--- config.mk ---
export PLATFORM = sky130hd
export DESIGN_NAME = alarm_intr_ctrl
export DESIGN_NICKNAME = d
export VERILOG_FILES = /design/src/rtl/alarm_intr_pkg.sv /design/src/rtl/alarm_intr_chan.sv /design/src/rtl/alarm_intr_ctrl.sv
export SDC_FILE = /design/constraint.sdc
export NUM_CORES = 1
export LEC_CHECK = 0
export ABC_AREA = 1
export CAP_MARGIN = 20
export CORE_AREA = 4 4 117 119
export CTS_CLUSTER_SIZE = 12
export DETAILED_ROUTE_END_ITERATION = 8
export DIE_AREA = 0 0 121 123
export MAX_ROUTING_LAYER = met4
export SETUP_SLACK_MARGIN = 0.1
export SLEW_MARGIN = 20
export SYNTH_ARGS = -nofsm -noshare
export SYNTH_HDL_FRONTEND = slang
export SYNTH_HIERARCHICAL = 1
export SYNTH_SLANG_ARGS = --single-unit
--- constraint.sdc ---
create_clock -name clk -period 3.75 [get_ports clk]
set_input_delay 0.75 -clock clk [delete_from_list [all_inputs] [get_ports clk]]
set_output_delay 0.75 -clock clk [all_outputs]
set_load 0.005 [all_outputs]
--- src/rtl/alarm_intr_pkg.sv ---
// Shared register-select encodings for the sticky-alarm / interrupt block.
package alarm_intr_pkg;

  localparam logic [1:0] SEL_STICKY = 2'd0;
  localparam logic [1:0] SEL_MASK   = 2'd1;
  localparam logic [1:0] SEL_RAW    = 2'd2;
  localparam logic [1:0] SEL_RSV    = 2'd3;

endpackage

--- src/rtl/alarm_intr_chan.sv ---
// One alarm channel: input delay, sticky capture, interrupt mask and irq flop.
// irq_nxt is the value irq_ch takes on the next edge, exported for the global irq.
module alarm_intr_chan #(
  parameter int WIDTH = 8,
  parameter int EDGE  = 0
) (
  input  logic             clk,
  input  logic             rst_,
  input  logic             upactive,
  input  logic [WIDTH-1:0] alarm,
  input  logic             we,
  input  logic [1:0]       sel,
  input  logic [WIDTH-1:0] wdata,
  output logic [WIDTH-1:0] sticky,
  output logic [WIDTH-1:0] mask,
  output logic             irq_nxt,
  output logic             irq_ch
);
  import alarm_intr_pkg::*;

  logic [WIDTH-1:0] alarm_d1;
  logic [WIDTH-1:0] evt;
  logic [WIDTH-1:0] sticky_nxt;
  logic             sticky_we;
  logic             mask_we;

  assign sticky_we = we && (sel == SEL_STICKY);
  assign mask_we   = we && (sel == SEL_MASK);
  assign irq_nxt   = |(sticky & mask);

  always_comb begin
    evt = (EDGE != 0) ? (alarm & ~alarm_d1) : alarm;
  end

  // In diag mode capture is frozen and a sticky write presets the register.
  always_comb begin
    sticky_nxt = sticky;
    if (upactive) begin
      if (sticky_we) sticky_nxt = evt | (sticky & ~wdata);
      else           sticky_nxt = evt | sticky;
    end else if (sticky_we) begin
      sticky_nxt = wdata;
    end
  end

  always_ff @(posedge clk or negedge rst_) begin
    if (!rst_) begin
      alarm_d1 <= '0;
      sticky   <= '0;
      mask     <= '0;
      irq_ch   <= 1'b0;
    end else begin
      alarm_d1 <= alarm;
      sticky   <= sticky_nxt;
      if (mask_we) mask <= wdata;
      irq_ch   <= irq_nxt;
    end
  end

endmodule

--- src/rtl/alarm_intr_ctrl.sv ---
// Multi-channel sticky alarm and interrupt controller with processor register access.
// Address decode, combinational read mux and registered global interrupt live here.
module alarm_intr_ctrl #(
  parameter int WIDTH = 8,
  parameter int NCH   = 4,
  parameter int CHW   = 2,
  parameter int EDGE  = 0
) (
  input  logic                 clk,
  input  logic                 rst_,
  input  logic                 upactive,
  input  logic [NCH*WIDTH-1:0] alarm,
  input  logic                 upen,
  input  logic                 upws,
  input  logic [CHW+1:0]       upa,
  input  logic [WIDTH-1:0]     updi,
  output logic [WIDTH-1:0]     updo,
  output logic [NCH*WIDTH-1:0] lalarm,
  output logic [NCH-1:0]       irq_ch,
  output logic                 irq
);
  import alarm_intr_pkg::*;

  logic [CHW-1:0]   chan;
  logic [1:0]       sel;
  logic             we;
  logic [WIDTH-1:0] sticky_a [NCH];
  logic [WIDTH-1:0] mask_a   [NCH];
  logic [NCH-1:0]   irq_nxt;

  assign chan = upa[CHW+1:2];
  assign sel  = upa[1:0];
  assign we   = upen & upws;

  // Only instantiated channels decode, so out-of-range writes fall on nothing.
  for (genvar c = 0; c < NCH; c++) begin : g_chan
    alarm_intr_chan #(
      .WIDTH (WIDTH),
      .EDGE  (EDGE)
    ) u_chan (
      .clk      (clk),
      .rst_     (rst_),
      .upactive (upactive),
      .alarm    (alarm[c*WIDTH +: WIDTH]),
      .we       (we && (chan == CHW'(c))),
      .sel      (sel),
      .wdata    (updi),
      .sticky   (sticky_a[c]),
      .mask     (mask_a[c]),
      .irq_nxt  (irq_nxt[c]),
      .irq_ch   (irq_ch[c])
    );
    assign lalarm[c*WIDTH +: WIDTH] = sticky_a[c];
  end

  always_comb begin
    updo = '0;
    if (upen) begin
      for (int c = 0; c < NCH; c++) begin
        if (chan == CHW'(c)) begin
          case (sel)
            SEL_STICKY: updo = sticky_a[c];
            SEL_MASK:   updo = mask_a[c];
            SEL_RAW:    updo = alarm[c*WIDTH +: WIDTH];
            SEL_RSV:    updo = '0;
            default:    updo = '0;
          endcase
        end
      end
    end
  end

  // Global irq uses the channels' next-state values so it rises with irq_ch.
  always_ff @(posedge clk or negedge rst_) begin
    if (!rst_) irq <= 1'b0;
    else       irq <= |irq_nxt;
  end

endmodule

==> parameters.txt <==
Parameter                              Value

Status
  Run status    completed

Worst setup path
  Cell Chain, Critical Path    clkdlybuf4s50_1 > nor2_1 > inv_1 > a21oi_1 > a21oi_1 > nand2_1 > nor2_1 > clkdlybuf4s50_1
  Arrival time of data at the critical path endpoint    roughly 2700 ps
  Cell family with most CP delay    buffers and inverters
  Worst path slowest cell    clkdlybuf4s50_1
  Element type at the critical path start    input port
  Kind of critical path    input port to output pin
  Endpoint kind of the worst setup timing path    output pin
  Critical path fanouts, max    8
  Crit path required time    3000 ps
  Crit-path max cell delay    690 ps
  WP buf/inv    3

Die
  Top-level I/O count    94
  Core Area    between 10000 and 15000 µm²
  Initial core utilization    37.9%
  Die height    between 100 and 150 µm
  Total number of placement rows    41
  Overall die width    around 120 µm
  Die footprint    14900 µm²

Cells and area
  Layout cell share with drive strength beyond 1    7.69%
  Area grow syn2layout    28.2%
  Final core utilization    48.6%
  Filler cell count in the final layout    1329
  Antenna diode count    0
  Layout Nets    ~880

CTS
  TritonCTS clock tree    yes
  Insertion delay of the later-clocked pin in the worst-skew pair    340 ps
  Register clock-pin slew on the reported worst setup and hold paths    50 ps
  Root buffer cell    clkbuf_16
  Quantity of gates resized following cts    0
  CTS Hold Buffers Added    0
  # H-tree levels    3
  TritonCTS Buffers    9
  Number of buffers between clock root and the deepest sink    2
  Number of buffers inserted by post-CTS setup repair    0
  Clock sink count    slightly below 70

Route
  Initial detailed-routing violation count    387
  Number of antenna-violating nets in the routed design    0
  Count of unresolved DRC violations after routing    0
  Metal2 WL    7690 µm
  Top layer used by detailed routing    met4
  Vias per cell    5.11
  M1 wire length    7050 µm
  Total iterations of the first detailed-routing run    5
  Detailed-route via count    5133
  Wire length per cell after detailed routing    16.4 µm
  Met3 layer wire length in the routed design    1220 µm
  Detailed-route wire length    around 17000 µm

Global routing
  Vias in the first global route    5214
  Largest net degree at the start of global routing    37
  Wire length of the first global-routing pass    26700 µm
  GRT Overall Usage    23.9%
  Initial antenna violation count    0
  Total gr overflow    0

Yosys
  Instance count of the mapped netlist    735
  Register area share after synthesis    a little over a third
  Number of different library cells in the post-synthesis netlist    27
  Flop and latch count out of synthesis    69
  Area of the mapped netlist    4760 µm²
  Synth Area per Inst    ~6.5 µm²
  Yosys synthesis warning count    6
  Post-synthesis net count    approximately 800

Timing
  Maximum clock rate    0.294 GHz
  Number of slew-limit violations in the final report    0
  Slew of the pin with the lowest slew margin    847 ps
  Number of endpoints with negative hold slack in the final report    0
  Share of the clock period used by the worst path after layout    90.8%
  Setup TNS    0 ps
  Clock period minus worst slack    3400 ps
  Setup repair after global routing missed its margin    no
  Worst max-slew margin expressed relative to the limit    a little over two fifths
  Finish-stage setup viols    0
  Worst clock skew    ~4.2 ps

Worst hold path
  Hold WC Path Type    flip-flop to flip-flop

Run
  Number of max-cap violations    0

Place
  Weighted congestion reported at the end of routability-driven placement    about 0.95
  HPWL Detailed    12300 µm
  Buffers added on ports    93

Pwr
  P_leak    3.07 nW
  Max VDD drop    0.225 mV
  Ratio of total power to cell area    399 nW/µm²
## area by class of cell
class / count / area (µm²) / share of cell area [%]
repair buffers: 107 / 1030 / 16.9
clock inverters: 1 / 30.0 / 0.492
well taps: 172 / 215 / 3.52
multi-input cells: 613 / 2720 / 44.5
flip-flops and latches: 69 / 1730 / 28.3
clock buffers: 14 / 264 / 4.32
inverters: 28 / 118 / 1.93
## worst min-delay path, delay by kind of cell (launching register included)
kind,cells,cell delay (ps)
flip-flops,1,360
AND/OR/NAND/NOR,2,110
## layout by cell type, fill, tap and decap left out
cell             Yosys  routed
clkbuf_8             0       2
inv_2                4       4
a21oi_4              4       4
inv_1               22      22
nor2_4               5       5
bufinv_16            0       1
nand2_4              1       1
nor2_2               1       1
nor2_8               6       6
nand4_1              9       9
inv_6                1       1
or4_1                1       1
dfrtp_1             69      69
buf_4                9      13
clkdlybuf4s50_1      0      90
nor2_1              62      62
a21oi_1             18      18
or2_2                5       5
clkbuf_1             0       3
inv_8                1       1
buf_2                7       3
nand3_2              1       1
o21ai_0             16      16
nand2_1            386     386
or2_1                1       1
nand3_1             89      89
clkbuf_16            0       9
nand2_2              6       6
o221ai_1             1       1
or2_0                1       1
buf_12               0       1
## final timing paths
kind                                             from                         end  slack, ps  cells past startpoint
max                                            upa[3]                     updo[3]        350                      8
min                          g_chan[2].u_chan/mask[7]    g_chan[2].u_chan/mask[7]        500                      2
max reg2reg                g_chan[0].u_chan/sticky[2]                         irq       2130                      4
min reg2reg                  g_chan[2].u_chan/mask[7]    g_chan[2].u_chan/mask[7]        500                      2
max in group asynchronous                        rst_  g_chan[0].u_chan/sticky[0]       2550                      2
min in group asynchronous                        rst_    g_chan[1].u_chan/mask[0]        510                      1
## sequential cells by signal, indices dropped and copies added, names as in the netlist
signal / cells
g_chan.u_chan/mask: 32
g_chan.u_chan/sticky: 32
g_chan.u_chan/irq_ch: 4
irq: 1
## where the power goes
group          leakage (nW)  switching [mW]  internal, mW  total, mW
logic                  2.10           0.323         0.278      0.601
registers             0.821           0.113         0.858      0.970
clock network         0.143           0.315         0.548      0.863
## per-stage QoR
stage	cells	worst slack, ps	hold slack [ps]	total power, mW	area (µm²)
after floorplan	735	1460	454	1.26	4760
after global placement	989	369	477	1.57	5810
after detailed placement	989	356	484	1.58	5810
after CTS	1004	353	496	2.45	6110
after global routing	1004	232	530	2.57	6110
final	1004	347	497	2.43	6110
## logic make-up (layout without fill, tap and decap cells)
family                 Yosys count  after routing  synth area share [%]
buffers and inverters           53            150                  6.67
AO/OA/AOI/OAI                   39             39                  5.12
flip-flops                      69             69                  36.2
AND/OR/NAND/NOR                574            574                  52.0
## Yosys cell counts
cell type / count / share of area, %
nor2_1: 62 / 4.9
nand2_1: 386 / 30
or2_2: 5 / 0.66
inv_8: 1 / 0.24
nand4_1: 9 / 1.2
or2_0: 1 / 0.13
nand2_2: 6 / 0.79
or2_1: 1 / 0.13
inv_1: 22 / 1.7
inv_2: 4 / 0.32
o21ai_0: 16 / 1.7
nand3_2: 1 / 0.21
nor2_8: 6 / 2.5
nand2_4: 1 / 0.24
a21oi_4: 4 / 1.4
clkbuf_4: 1 / 0.16
o221ai_1: 1 / 0.18
nor2_2: 1 / 0.13
buf_6: 8 / 1.9
nand3_1: 89 / 9.3
buf_4: 9 / 1.4
dfrtp_1: 69 / 36
or4_1: 1 / 0.16
a21oi_1: 18 / 1.9
nor2_4: 5 / 1.2
buf_2: 7 / 0.74
inv_6: 1 / 0.18
## routing by layer
metal / vias to the layer above / GRT usage [%]
li1: 2512 / -
met1: 2394 / 29.9
met2: 188 / 38.0
met3: 39 / 4.67
met4: 0 / 10.1
met5: - / -
Note: power is estimated with default switching activity, not from simulation.
